--- src/rtl/fetch_unit.sv ---
`default_nettype none
// ============================================================================
//  Module      : fetch_unit
//  Description : Single-outstanding instruction fetch stage with stall,
//                redirect/flush and stale-response discard.
//  Revision    : 1.0 - initial release
// ============================================================================
module fetch_unit #(
    parameter logic [15:0] RESET_PC  = 16'h0000,
    parameter logic [15:0] NOP_INSTR = 16'hF000
) (
    input  logic        clk,
    input  logic        rst_n,
    output logic        imem_req,
    output logic [15:0] imem_addr,
    input  logic [15:0] imem_rdata,
    input  logic        imem_valid,
    input  logic        stall,
    input  logic        redirect,
    input  logic [15:0] redirect_pc,
    output logic [15:0] instr,
    output logic        instr_valid,
    output logic [15:0] pc_out,
    output logic [3:0]  opcode
);

    typedef enum logic [1:0] {
        S_IDLE    = 2'd0,
        S_FETCH   = 2'd1,
        S_HOLD    = 2'd2,
        S_DISCARD = 2'd3
    } state_t;

    state_t      state_q;
    logic [15:0] pc_q;
    logic [15:0] instr_q;
    logic [15:0] pc_out_q;
    logic        valid_q;
    logic        req_q;

    always_ff @(posedge clk or negedge rst_n) begin
        if (!rst_n) begin
            state_q  <= S_IDLE;
            pc_q     <= RESET_PC;
            instr_q  <= NOP_INSTR;
            valid_q  <= 1'b0;
            pc_out_q <= 16'h0000;
            req_q    <= 1'b0;
        end else if (redirect) begin
            pc_q    <= redirect_pc;
            instr_q <= NOP_INSTR;
            valid_q <= 1'b0;
            // A request still in flight must be drained before issuing the new one.
            if ((state_q == S_FETCH || state_q == S_DISCARD) && !imem_valid) begin
                state_q <= S_DISCARD;
                req_q   <= 1'b0;
            end else begin
                state_q <= S_FETCH;
                req_q   <= 1'b1;
            end
        end else begin
            case (state_q)
                S_IDLE: begin
                    state_q <= S_FETCH;
                    req_q   <= 1'b1;
                end
                S_FETCH: begin
                    if (imem_valid) begin
                        instr_q  <= imem_rdata;
                        valid_q  <= 1'b1;
                        pc_out_q <= pc_q;
                        pc_q     <= pc_q + 16'd1;
                        state_q  <= S_HOLD;
                        req_q    <= 1'b0;
                    end
                end
                S_HOLD: begin
                    if (!stall) begin
                        instr_q <= NOP_INSTR;
                        valid_q <= 1'b0;
                        state_q <= S_FETCH;
                        req_q   <= 1'b1;
                    end
                end
                S_DISCARD: begin
                    if (imem_valid) begin
                        state_q <= S_FETCH;
                        req_q   <= 1'b1;
                    end
                end
                default: begin
                    state_q <= S_IDLE;
                    req_q   <= 1'b0;
                end
            endcase
        end
    end

    assign imem_req    = req_q;
    assign imem_addr   = pc_q;
    assign instr       = instr_q;
    assign instr_valid = valid_q;
    assign pc_out      = pc_out_q;
    assign opcode      = instr_q[15:12];

endmodule
`default_nettype wire
--- config.mk ---
export PLATFORM = sky130hd
export DESIGN_NAME = fetch_unit
export DESIGN_NICKNAME = d
export VERILOG_FILES = /design/src/rtl/fetch_unit.sv
export SDC_FILE = /design/constraint.sdc
export NUM_CORES = 1
export LEC_CHECK = 0
export CORE_MARGIN = 2
export CORE_UTILIZATION = 41
export CTS_BUF_LIST = sky130_fd_sc_hd__clkbuf_8
export CTS_CLUSTER_SIZE = 14
export DETAILED_ROUTE_END_ITERATION = 10
export HOLD_SLACK_MARGIN = 0.06
export PLACE_DENSITY = 0.8
export SLEW_MARGIN = 40
export SYNTH_ARGS = -nofsm -noshare
export SYNTH_HDL_FRONTEND = slang
export SYNTH_SLANG_ARGS = --single-unit
export TNS_END_PERCENT = 50
--- constraint.sdc ---
create_clock -name clk -period 1.8 [get_ports clk]
set_clock_uncertainty 0.15 [all_clocks]
set_input_delay 0.18 -clock clk [delete_from_list [all_inputs] [get_ports clk]]
set_output_delay 0.18 -clock clk [all_outputs]
set_load 0.05 [all_outputs]
==> summary.md, run 1 <==
| Metric | Value |
|---|---|
| Area grow syn2layout | 44.2% |
| First-pass GRT wire length | 9490 um |
| Asr flop ratio synth | 1.00 |
| Worst slew pin tran | 0.357 ns |
| Cells after Synth | 228 |
| Crit-path cells | nand3_1, nor4_4, mux2i_1, nand2_1 |
| Wirelength per Cell | 14.6 um |
| Antenna cells | 0 |
| Clock tree sinks | 52 |
| Critical Path RT | 1.85 ns |
| Final WL | 5850 um |
| Placement Rows | 27 |
| Min Tclk post-route | 1.63 ns |
| Syn Nets | 266 |
| Setup slack, reg-to-reg | 0.17 ns |
| Reg2Reg Depth | 4 |
| Unrepaired setup endpoints after global routing | false |
| Post-Layout Cell Count | 402 |
| Initial DRC count | 129 |
| IO Pins | 91 |
| Total track usage | 0.191 |
| FF+latch count, synth | 52 |
| Crit path max fanout | 7 |
| WS Path Type | register to register |
| WP buf/inv | 0 |
| Total Neg Setup Slack | 0 ns |
| CTS tree | done |
| Setup Fix Bufs, Post-CTS | 0 |
| Post-synthesis simple-gate area fraction | 0.222 |
| 1st-pass router iterations | 4 |
| DRC errors left | 0 |
| Final RePlAce weighted congestion | 0.824 |
| Layout net count | 367 |
| CP Launch Type | register |
| Clk slew on worst S/H paths | 0.10 ns |
| Share of layout cells above drive strength 1 | 0.297 |
| Via count | 2,005 |
| Worst r2r src | imem_addr[5] |
| Slowest CP cell | dfrtp_1 |
| Post-Syn Area | 2350 um^2 |
| Clock buffer depth | 2 |
| EDFF count, synth | 0 |
| Dpl cells | 393 |
| Num CTS Buffers | 5 |
| Final count of hold timing violations | 0 |
| Hold slack | 0.238 ns |
| Synth Flop Type | dfrtp_1 |
| Total Die Area | 6340 um^2 |
| Mux share of post-synthesis cell area | 0.0128 |
| Pwr Density | 1050 nW/um^2 |
| Die width | 79.6 um |
| Initial core utilization | 0.426 |
| Share of the yosys chip area belonging to registers | 0.557 |
| CTS Root Cell | clkbuf_8 |
| Power Total | 3.56 mW |
| Top Family by Delay on Critical Path | simple AND/OR/NAND/NOR gates |
| Leakage | 1.57 nW |
| Maxcap violations | 0 |
| VDD IR max | 0.000604 V |
| Post-DP HPWL | 4490 um |
| YS warnings | 0 |
| Initial antenna violation count | 0 |
| Clk_lat worst skew | 0.30 ns |
| Max_slew headroom | 0.761 |
| Final setup vio count | 0 |
| Post-CTS sizing | 0 |
| CP max stage delay | 0.52 ns |
| Outcome | finished clean |
| Largest net degree at the start of global routing | 53 |
| Synth Area in Adders | 0.00533 |
| Maximum clock frequency | 614 MHz |
| CP endpoint kind | register |
| Core area | 5510 um^2 |
| Count of cell types in the netlist | 39 |
| Final period util | 0.904 |
| Synth Area in Compound Gates | 0.117 |
| Hold-fix buffers at CTS | 1 |
| Via density | 4.99 |
| Total gr overflow | 0 |
| Die height | 79.6 um |
| Worst EP arrival | 1.67 ns |
| Remaining antenna violation count after routing | 0 |
| Filler Cells Inserted | 486 |
| Main combinational cell family by area after synthesis | simple AND/OR/NAND/NOR gates |
| Slew Viols, Final | 0 |
| Worst Hold Class | primary input to asynchronous set/reset pin |
| Syn avg cell area | 10.3 um^2 |
| # H-tree levels | 2 |
| XOR/XNOR Fraction of Synth Area | 0.0411 |
| Vias in the first global route | 1,971 |
| Reg2Reg Capture Point | imem_addr[11] |
| Count of input and output buffers | 90 |
==> cell type report <==
cell class	instances	area (um^2)	share of cell area
Clock inverter	3	20.0	0.00592
Multi-Input combinational cell	156	947	0.280
Inverter	6	22.5	0.00666
Timing Repair Buffer	108	923	0.273
Sequential cell	52	1310	0.387
Clock buffer	5	68.8	0.0203
Tap cell	72	90.1	0.0266
==> worst register-to-register path, stage by stage, from the launching register on <==
cell	delay [ns]
dfrtp_1	0.52
nand3_1	0.20
nor4_4	0.36
mux2i_1	0.23
nand2_1	0.07
==> where the power goes <==
part           internal, mW  total [mW]  switching, mW
registers              1.35        1.50          0.149
clock network         0.272       0.664          0.392
logic                 0.470        1.40          0.935
total                  2.09        3.56           1.47
==> cell usage in the layout, fill, tap and decap left out, drive strengths merged, types with 2 or more instances in the layout <==
cell            n
a22o           12
a22oi           2
a31o            2
a31oi           2
buf            72
clkbuf          5
clkdlybuf4s50  35
dfrtp          48
dfstp           4
inv             7
mux2i           3
nand2          65
nand3           4
nand3b          2
nand4           7
nand4b          2
nor2            4
nor2b           3
nor3            6
nor4            4
o21ai          18
o22a            4
or3             2
xnor2           7
xor2            4
==> stage by stage <==
| stage | setup slack [ns] | util | area, um^2 |
|---|---|---|---|
| 2_1_floorplan | -0.0268 | - | 2360 |
| 3_3_place_gp | 0.0193 | 0.596 | 3280 |
| 3_5_place_dp | -0.0406 | 0.596 | 3280 |
| 4_1_cts | 0.167 | 0.614 | 3380 |
| 5_1_grt | 0.0316 | 0.614 | 3380 |
| 6_report | 0.172 | 0.614 | 3380 |
==> cells in the mapped netlist, types with 2 or more instances <==
| master | number | area [um^2] |
|---|---|---|
| xor2_1 | 4 | 35.0 |
| buf_2 | 5 | 25.0 |
| a22o_1 | 12 | 105 |
| nor2b_1 | 3 | 18.8 |
| clkbuf_1 | 3 | 11.3 |
| inv_1 | 6 | 22.5 |
| o21ai_1 | 5 | 25.0 |
| nand3b_1 | 2 | 15.0 |
| mux2i_1 | 3 | 30.0 |
| nand4_1 | 6 | 37.5 |
| nor3_1 | 4 | 20.0 |
| buf_4 | 4 | 30.0 |
| a31o_2 | 2 | 17.5 |
| nand4b_1 | 2 | 17.5 |
| a22oi_1 | 2 | 15.0 |
| o22a_1 | 4 | 35.0 |
| nor4_2 | 2 | 25.0 |
| dfrtp_1 | 48 | 1200 |
| nand2_1 | 65 | 244 |
| dfstp_2 | 4 | 105 |
| o21ai_0 | 13 | 65.1 |
| nand3_1 | 3 | 15.0 |
| xnor2_1 | 7 | 61.3 |
| nor2_1 | 3 | 11.3 |
| a31oi_1 | 2 | 12.5 |
==> per-layer routing <==
| metal | vias to the layer above | part of all wire | GRT usage |
|---|---|---|---|
| li1 | 979 | - | - |
| met1 | 966 | 0.45 | 0.257 |
| met2 | 51 | 0.49 | 0.317 |
| met3 | 9 | 0.043 | 0.0204 |
| met4 | 0 | 0.019 | 0.0741 |
| met5 | - | 0 | 0 |
==> sequential cells by signal (all words and copies together) (netlist names) <==
signal,flops
imem_addr,16
imem_req,1
instr,16
instr_valid,1
pc_out,16
state_q,2
==> how the worst max path moves through the flow <==
stage | start | endpoint | slack (ns) | cells past startpoint
after floorplan | imem_addr[0] | imem_addr[6] | -0.03 | 5
after global placement | imem_valid | imem_addr[11] | 0.02 | 5
after detailed placement | imem_valid | imem_addr[12] | -0.04 | 5
after CTS | state_q[1] | imem_addr[12] | 0.17 | 4
after global routing | imem_addr[5] | imem_addr[12] | 0.03 | 4
final | imem_addr[5] | imem_addr[11] | 0.17 | 4
==> logic make-up after synthesis <==
family	count (synthesis)
AND/OR/NAND/NOR	101
flip-flops	52
AO/OA/AOI/OAI	40
buffers and inverters	20
XOR/XNOR	11
multiplexers	3
adder cells (fa/ha/maj)	1
No activity file was read; power rests on OpenSTA's default activity.
==> inputs of run 2 (changes only) <==
--- a/config.mk
+++ b/config.mk
@@ -6,12 +6,12 @@
 export NUM_CORES = 1
 export LEC_CHECK = 0
 export CORE_MARGIN = 2
-export CORE_UTILIZATION = 41
+export CORE_UTILIZATION = 49
 export CTS_BUF_LIST = sky130_fd_sc_hd__clkbuf_8
 export CTS_CLUSTER_SIZE = 14
 export DETAILED_ROUTE_END_ITERATION = 10
 export HOLD_SLACK_MARGIN = 0.06
-export PLACE_DENSITY = 0.8
+export PLACE_DENSITY = 0.89
 export SLEW_MARGIN = 40
 export SYNTH_ARGS = -nofsm -noshare
 export SYNTH_HDL_FRONTEND = slang
==> constraint.sdc (replaced) <==
create_clock -name clk -period 2.11 [get_ports clk]
set_clock_uncertainty 0.15 [all_clocks]
set_input_delay 0.211 -clock clk [delete_from_list [all_inputs] [get_ports clk]]
set_output_delay 0.211 -clock clk [all_outputs]
set_load 0.05 [all_outputs]
==> run 2 against run 1 <==
Combinational power decreased by 13%. Cell area is 1.0% higher. Sequential share of layout area shrank 0.51 points. First-iteration DRC count shrank 8.5%. Global-route usage rose by 4.7 points. Largest cell class unchanged. Largest power group unchanged.
==> summary.md, run 2 (synthesis results as in run 1) <==
| Metric | Value |
|---|---|
| Outcome | finished clean |
| Count of input and output buffers | 90 |
| Slowest CP cell | clkdlybuf4s50_1 |
| Wirelength per Cell | 16.5 um |
| Total Die Area | 5360 um^2 |
| Final WL | 6160 um |
| Clk_lat worst skew | 0.31 ns |
| Core area | 4660 um^2 |
| Slew Viols, Final | 0 |
| Maximum clock frequency | 481 MHz |
| Remaining antenna violation count after routing | 0 |
| 1st-pass router iterations | 4 |
| CP Launch Type | register |
| Clk slew on worst S/H paths | 0.10 ns |
| CP endpoint kind | primary output |
| Pre-CTS WS | 0.138 ns |
| Leakage | 1.47 nW |
| Worst Hold Class | primary input to asynchronous set/reset pin |
| Layout net count | 357 |
| Worst slew pin tran | 0.601 ns |
| Maxcap violations | 0 |
| Largest net degree at the start of global routing | 28 |
| Antenna cells | 0 |
| Total gr overflow | 0 |
| Via density | 5.49 |
| Setup Fix Bufs, Post-CTS | 0 |
| Placement Rows | 25 |
| VDD IR max | 0.000388 V |
| Final WS setup | 0.0313 ns |
| Hold-fix buffers at CTS | 1 |
| # H-tree levels | 2 |
| Post-CTS sizing | 0 |
| First-pass GRT wire length | 9780 um |
| Area grow syn2layout | 45.7% |
| Clk pwr share | 0.219 |
| Die height | 73.2 um |
| Switching pwr | 1.27 mW |
| Share of layout cells above drive strength 1 | 0.0969 |
| Area of placed instances | 3290 um^2 |
| Total Neg Setup Slack | 0 ns |
| Worst r2r src | imem_addr[0] |
| Vias in the first global route | 1,986 |
| Most frequent cells in the layout | clkdlybuf4s50_1, nand2_1, dfrtp_1 |
| Num CTS Buffers | 5 |
| Initial antenna violation count | 0 |
| Final count of hold timing violations | 0 |
| Initial DRC count | 118 |
| Die width | 73.2 um |
| Crit path max fanout | 7 |
| Pwr Density | 937 nW/um^2 |
| Clock buffer depth | 2 |
| Internal cell power | 1.93 mW |
| Top Family by Delay on Critical Path | buffers and inverters |
| WP buf/inv | 1 |
| Final RePlAce weighted congestion | 0.861 |
| Post-DP HPWL | 4680 um |
| IO Pins | 91 |
| Final setup vio count | 0 |
| Design Area, Final | 3420 um^2 |
| WS Path Type | register to primary output |
| CTS tree | done |
| Critical Path RT | 1.75 ns |
| Unrepaired setup endpoints after global routing | false |
| Reg2Reg Depth | 5 |
| Worst EP arrival | 1.72 ns |
| Gate power share | 0.382 |
| Via count | 2,054 |
| Reg2Reg Capture Point | imem_addr[6] |
| CP max stage delay | 0.88 ns |
| Min Tclk post-route | 2.08 ns |
| Sw Share | 0.397 |
| Max_slew headroom | 0.599 |
| Setup slack, reg-to-reg | 0.22 ns |
| Total track usage | 0.238 |
| CTS Root Cell | clkbuf_8 |
| Initial core utilization | 0.503 |
| Clock tree sinks | 52 |
| DRC errors left | 0 |
| Most common cell after layout, fill and taps aside | clkdlybuf4s50_1 |
| Crit-path cells | clkdlybuf4s50_1 |
| Reg power frac | 0.399 |
| Final period util | 0.985 |
## run 2: changes by cell type in the layout (fill, tap and decap cells not counted), sizes merged
cell / delta
clkdlybuf4s50: +54
bufinv: +1
clkinv: -1
buf: -64
## run 2: worst max-delay path by stage
stage | endpoint | from | cells after the start | slack, ns
2_1_floorplan | imem_addr[6] | imem_addr[0] | 5 | 0.04
3_3_place_gp | instr[13] | imem_valid | 5 | 0.23
3_5_place_dp | instr[6] | imem_valid | 4 | 0.14
4_1_cts | imem_addr[0] | imem_addr[0] | 1 | 0.05
5_1_grt | imem_addr[3] | imem_addr[3] | 1 | 0.02
6_report | imem_addr[0] | imem_addr[0] | 1 | 0.03
## run 2: cell type report
| type | instances | area, um^2 |
|---|---|---|
| multi-input combinational | 156 | 935 |
| clock buffer | 5 | 68.8 |
| inverter | 6 | 22.5 |
| clock inverter | 3 | 46.3 |
| timing repair buffer | 98 | 971 |
| sequential | 52 | 1310 |
| tap | 54 | 67.6 |
| fill | 344 | 1240 |
## run 2: metal layers
| layer | wire [um] | global-route usage |
|---|---|---|
| met5 | 0 | 0 |
| met4 | 111 | 0.0844 |
| met3 | 266 | 0.0276 |
| met2 | 3080 | 0.381 |
| met1 | 2700 | 0.335 |
## run 2: per-stage QoR
step	util	instances	hold slack (ns)	power [mW]
after global placement	0.706	365	0.0773	2.48
after detailed placement	0.706	365	0.0940	2.52
after global routing	0.733	374	0.301	3.33
after floorplan	-	228	-0.235	2.04
after CTS	0.733	374	0.276	3.22
final	0.733	374	0.279	3.20
## run 2: power by group through the flow
stage / Sequential (mW) / Clock, mW / Combinational, mW
after global placement: 1.29 / 0 / 1.20
after floorplan: 1.78 / 0 / 0.255
after global routing: 1.29 / 0.750 / 1.29
after CTS: 1.28 / 0.717 / 1.23
after detailed placement: 1.29 / 0 / 1.22
final: 1.28 / 0.701 / 1.22
==> inputs of run 3 (changes only) <==
==> constraint.sdc (replaced) <==
create_clock -name clk -period 2.5 [get_ports clk]
set_clock_uncertainty 0.15 [all_clocks]
set_input_delay 0.25 -clock clk [delete_from_list [all_inputs] [get_ports clk]]
set_output_delay 0.25 -clock clk [all_outputs]
set_load 0.05 [all_outputs]
==> run 3 against run 2 <==
Cell area fell by 1.5%. Clock power fell by 29%. Worst setup slack improved by 0.38 ns. Register-to-register slack improved by 0.35 ns. Cell count fell by 0.80%. Count of clock-buffer cells in the layout rose by 1. Die area did not move. First-iteration DRC count rose by 32%. Critical path type unchanged. Critical endpoint is now imem_addr[11].
==> summary.md, run 3 (synthesis results as in run 1) <==
| Metric | Value |
|---|---|
| Final setup vio count | 0 |
| Final RePlAce weighted congestion | 0.849 |
| Antenna cells | 0 |
| Busiest grt layer | met2 |
| Num CTS Buffers | 5 |
| Wirelength per Cell | 15.8 um |
| Worst Hold Class | primary input to register |
| Clk_lat worst skew | 0.30 ns |
| Maximum clock frequency | 478 MHz |
| Unrepaired setup endpoints after global routing | false |
| Clk slew on worst S/H paths | 0.09 ns |
| IO Pins | 91 |
| Total gr overflow | 0 |
| WP buf/inv | 1 |
| Setup Fix Bufs, Post-CTS | 0 |
| CP endpoint kind | primary output |
| Final period util | 0.836 |
| Worst slew pin tran | 0.627 ns |
| WS Path Type | register to primary output |
| CTS Root Cell | clkbuf_8 |
| Remaining antenna violation count after routing | 0 |
| Total Die Area | 5360 um^2 |
| Total Neg Setup Slack | 0 ns |
| Largest net degree at the start of global routing | 53 |
| VDD IR max | 0.000419 V |
| Slowest CP cell | clkdlybuf4s50_1 |
| Met1 Use GR | 0.304 |
| Slew Viols, Final | 0 |
| Area grow syn2layout | 43.4% |
| Final WL | 5870 um |
| Power Total | 2.60 mW |
| Pwr Density | 771 nW/um^2 |
| Final count of hold timing violations | 0 |
| Most common cell after layout, fill and taps aside | clkdlybuf4s50_1 |
| DRC errors left | 0 |
| Vias in the first global route | 1,907 |
| Hold slack | 0.324 ns |
| Clock tree sinks | 52 |
| Design Area, Final | 3360 um^2 |
| Post-CTS sizing | 0 |
| Maxcap violations | 0 |
| Initial DRC count | 156 |
| Met2 layer usage reported by global route | 0.385 |
| Initial antenna violation count | 0 |
| Initial core utilization | 0.503 |
| Met3 usage | 0.0345 |
| Post-DP HPWL | 4210 um |
| Outcome | finished clean |
| Final core occ | 0.722 |
| Total track usage | 0.227 |
| CP Launch Type | register |
| Crit path max fanout | 7 |
| Clock buffer depth | 2 |
| Die height | 73.2 um |
| Share of layout cells above drive strength 1 | 0.0883 |
| Count of input and output buffers | 90 |
| 1st-pass router iterations | 4 |
| # H-tree levels | 2 |
| Die width | 73.2 um |
| Core area | 4660 um^2 |
| Placement Rows | 25 |
| Worst r2r src | imem_addr[0] |
| Max_slew headroom | 0.582 |
| Most frequent cells in the layout | clkdlybuf4s50_1, nand2_1, dfrtp_1 |
| Crit-path cells | clkdlybuf4s50_1 |
| Top Family by Delay on Critical Path | buffers and inverters |
| Min Tclk post-route | 2.09 ns |
| Area of placed instances | 3260 um^2 |
| Setup slack, reg-to-reg | 0.57 ns |
| Critical Path RT | 2.10 ns |
| Leakage | 1.44 nW |
| Hold depth | 3 |
| CTS tree | done |
| First-pass GRT wire length | 9270 um |
| Reg2Reg Capture Point | imem_addr[6] |
| Layout net count | 354 |
| CP max stage delay | 0.86 ns |
| Reg2Reg Depth | 5 |
| Via density | 5.47 |
| HP Start | redirect_pc[9] |
| Worst EP arrival | 1.69 ns |
| Hold EP | imem_addr[9] |
| Via count | 2,028 |
## run 3: power by group
part	internal, mW	switching (mW)	total [mW]	leakage (nW)
Combinational	0.352	0.663	1.01	0.752
Sequential	0.968	0.115	1.08	0.642
Clock	0.224	0.274	0.498	0.0434
Total	1.54	1.05	2.60	1.44
## run 3: per-stage QoR
step	std cells	setup WS, ns
after floorplan	228	0.432
after global placement	362	0.561
after detailed placement	362	0.500
after CTS	371	0.404
after global routing	371	0.355
final	371	0.409
## run 3: final cells by class
cell class                      count  area (um^2)
Clock buffer                        6         82.6
Clock inverter                      2         15.0
Fill cell                         323         1300
Inverter                            6         22.5
Multi-Input combinational cell    156          935
Sequential cell                    52         1310
Tap cell                           54         67.6
Timing Repair Buffer               95          936
## run 3: worst max-delay path by stage
stage	startpoint	endpoint	cells after the start
detailed placement	imem_valid	instr[7]	4
floorplan	imem_addr[0]	imem_addr[6]	5
global route	imem_addr[0]	imem_addr[0]	1
CTS	imem_addr[11]	imem_addr[11]	1
finish	imem_addr[11]	imem_addr[11]	1
global placement	imem_valid	imem_addr[6]	5
## run 3: what timing repair did
item	in CTS	in global routing
endpoints found under the setup margin	0	0
hold endpoints to repair	48	0
hold buffers	1	0
## run 3: layer usage
metal  vias up  wire, um
met5         -         0
met4         0        91
met3        13       365
met2        84      2960
met1       977      2450
li1        954         -
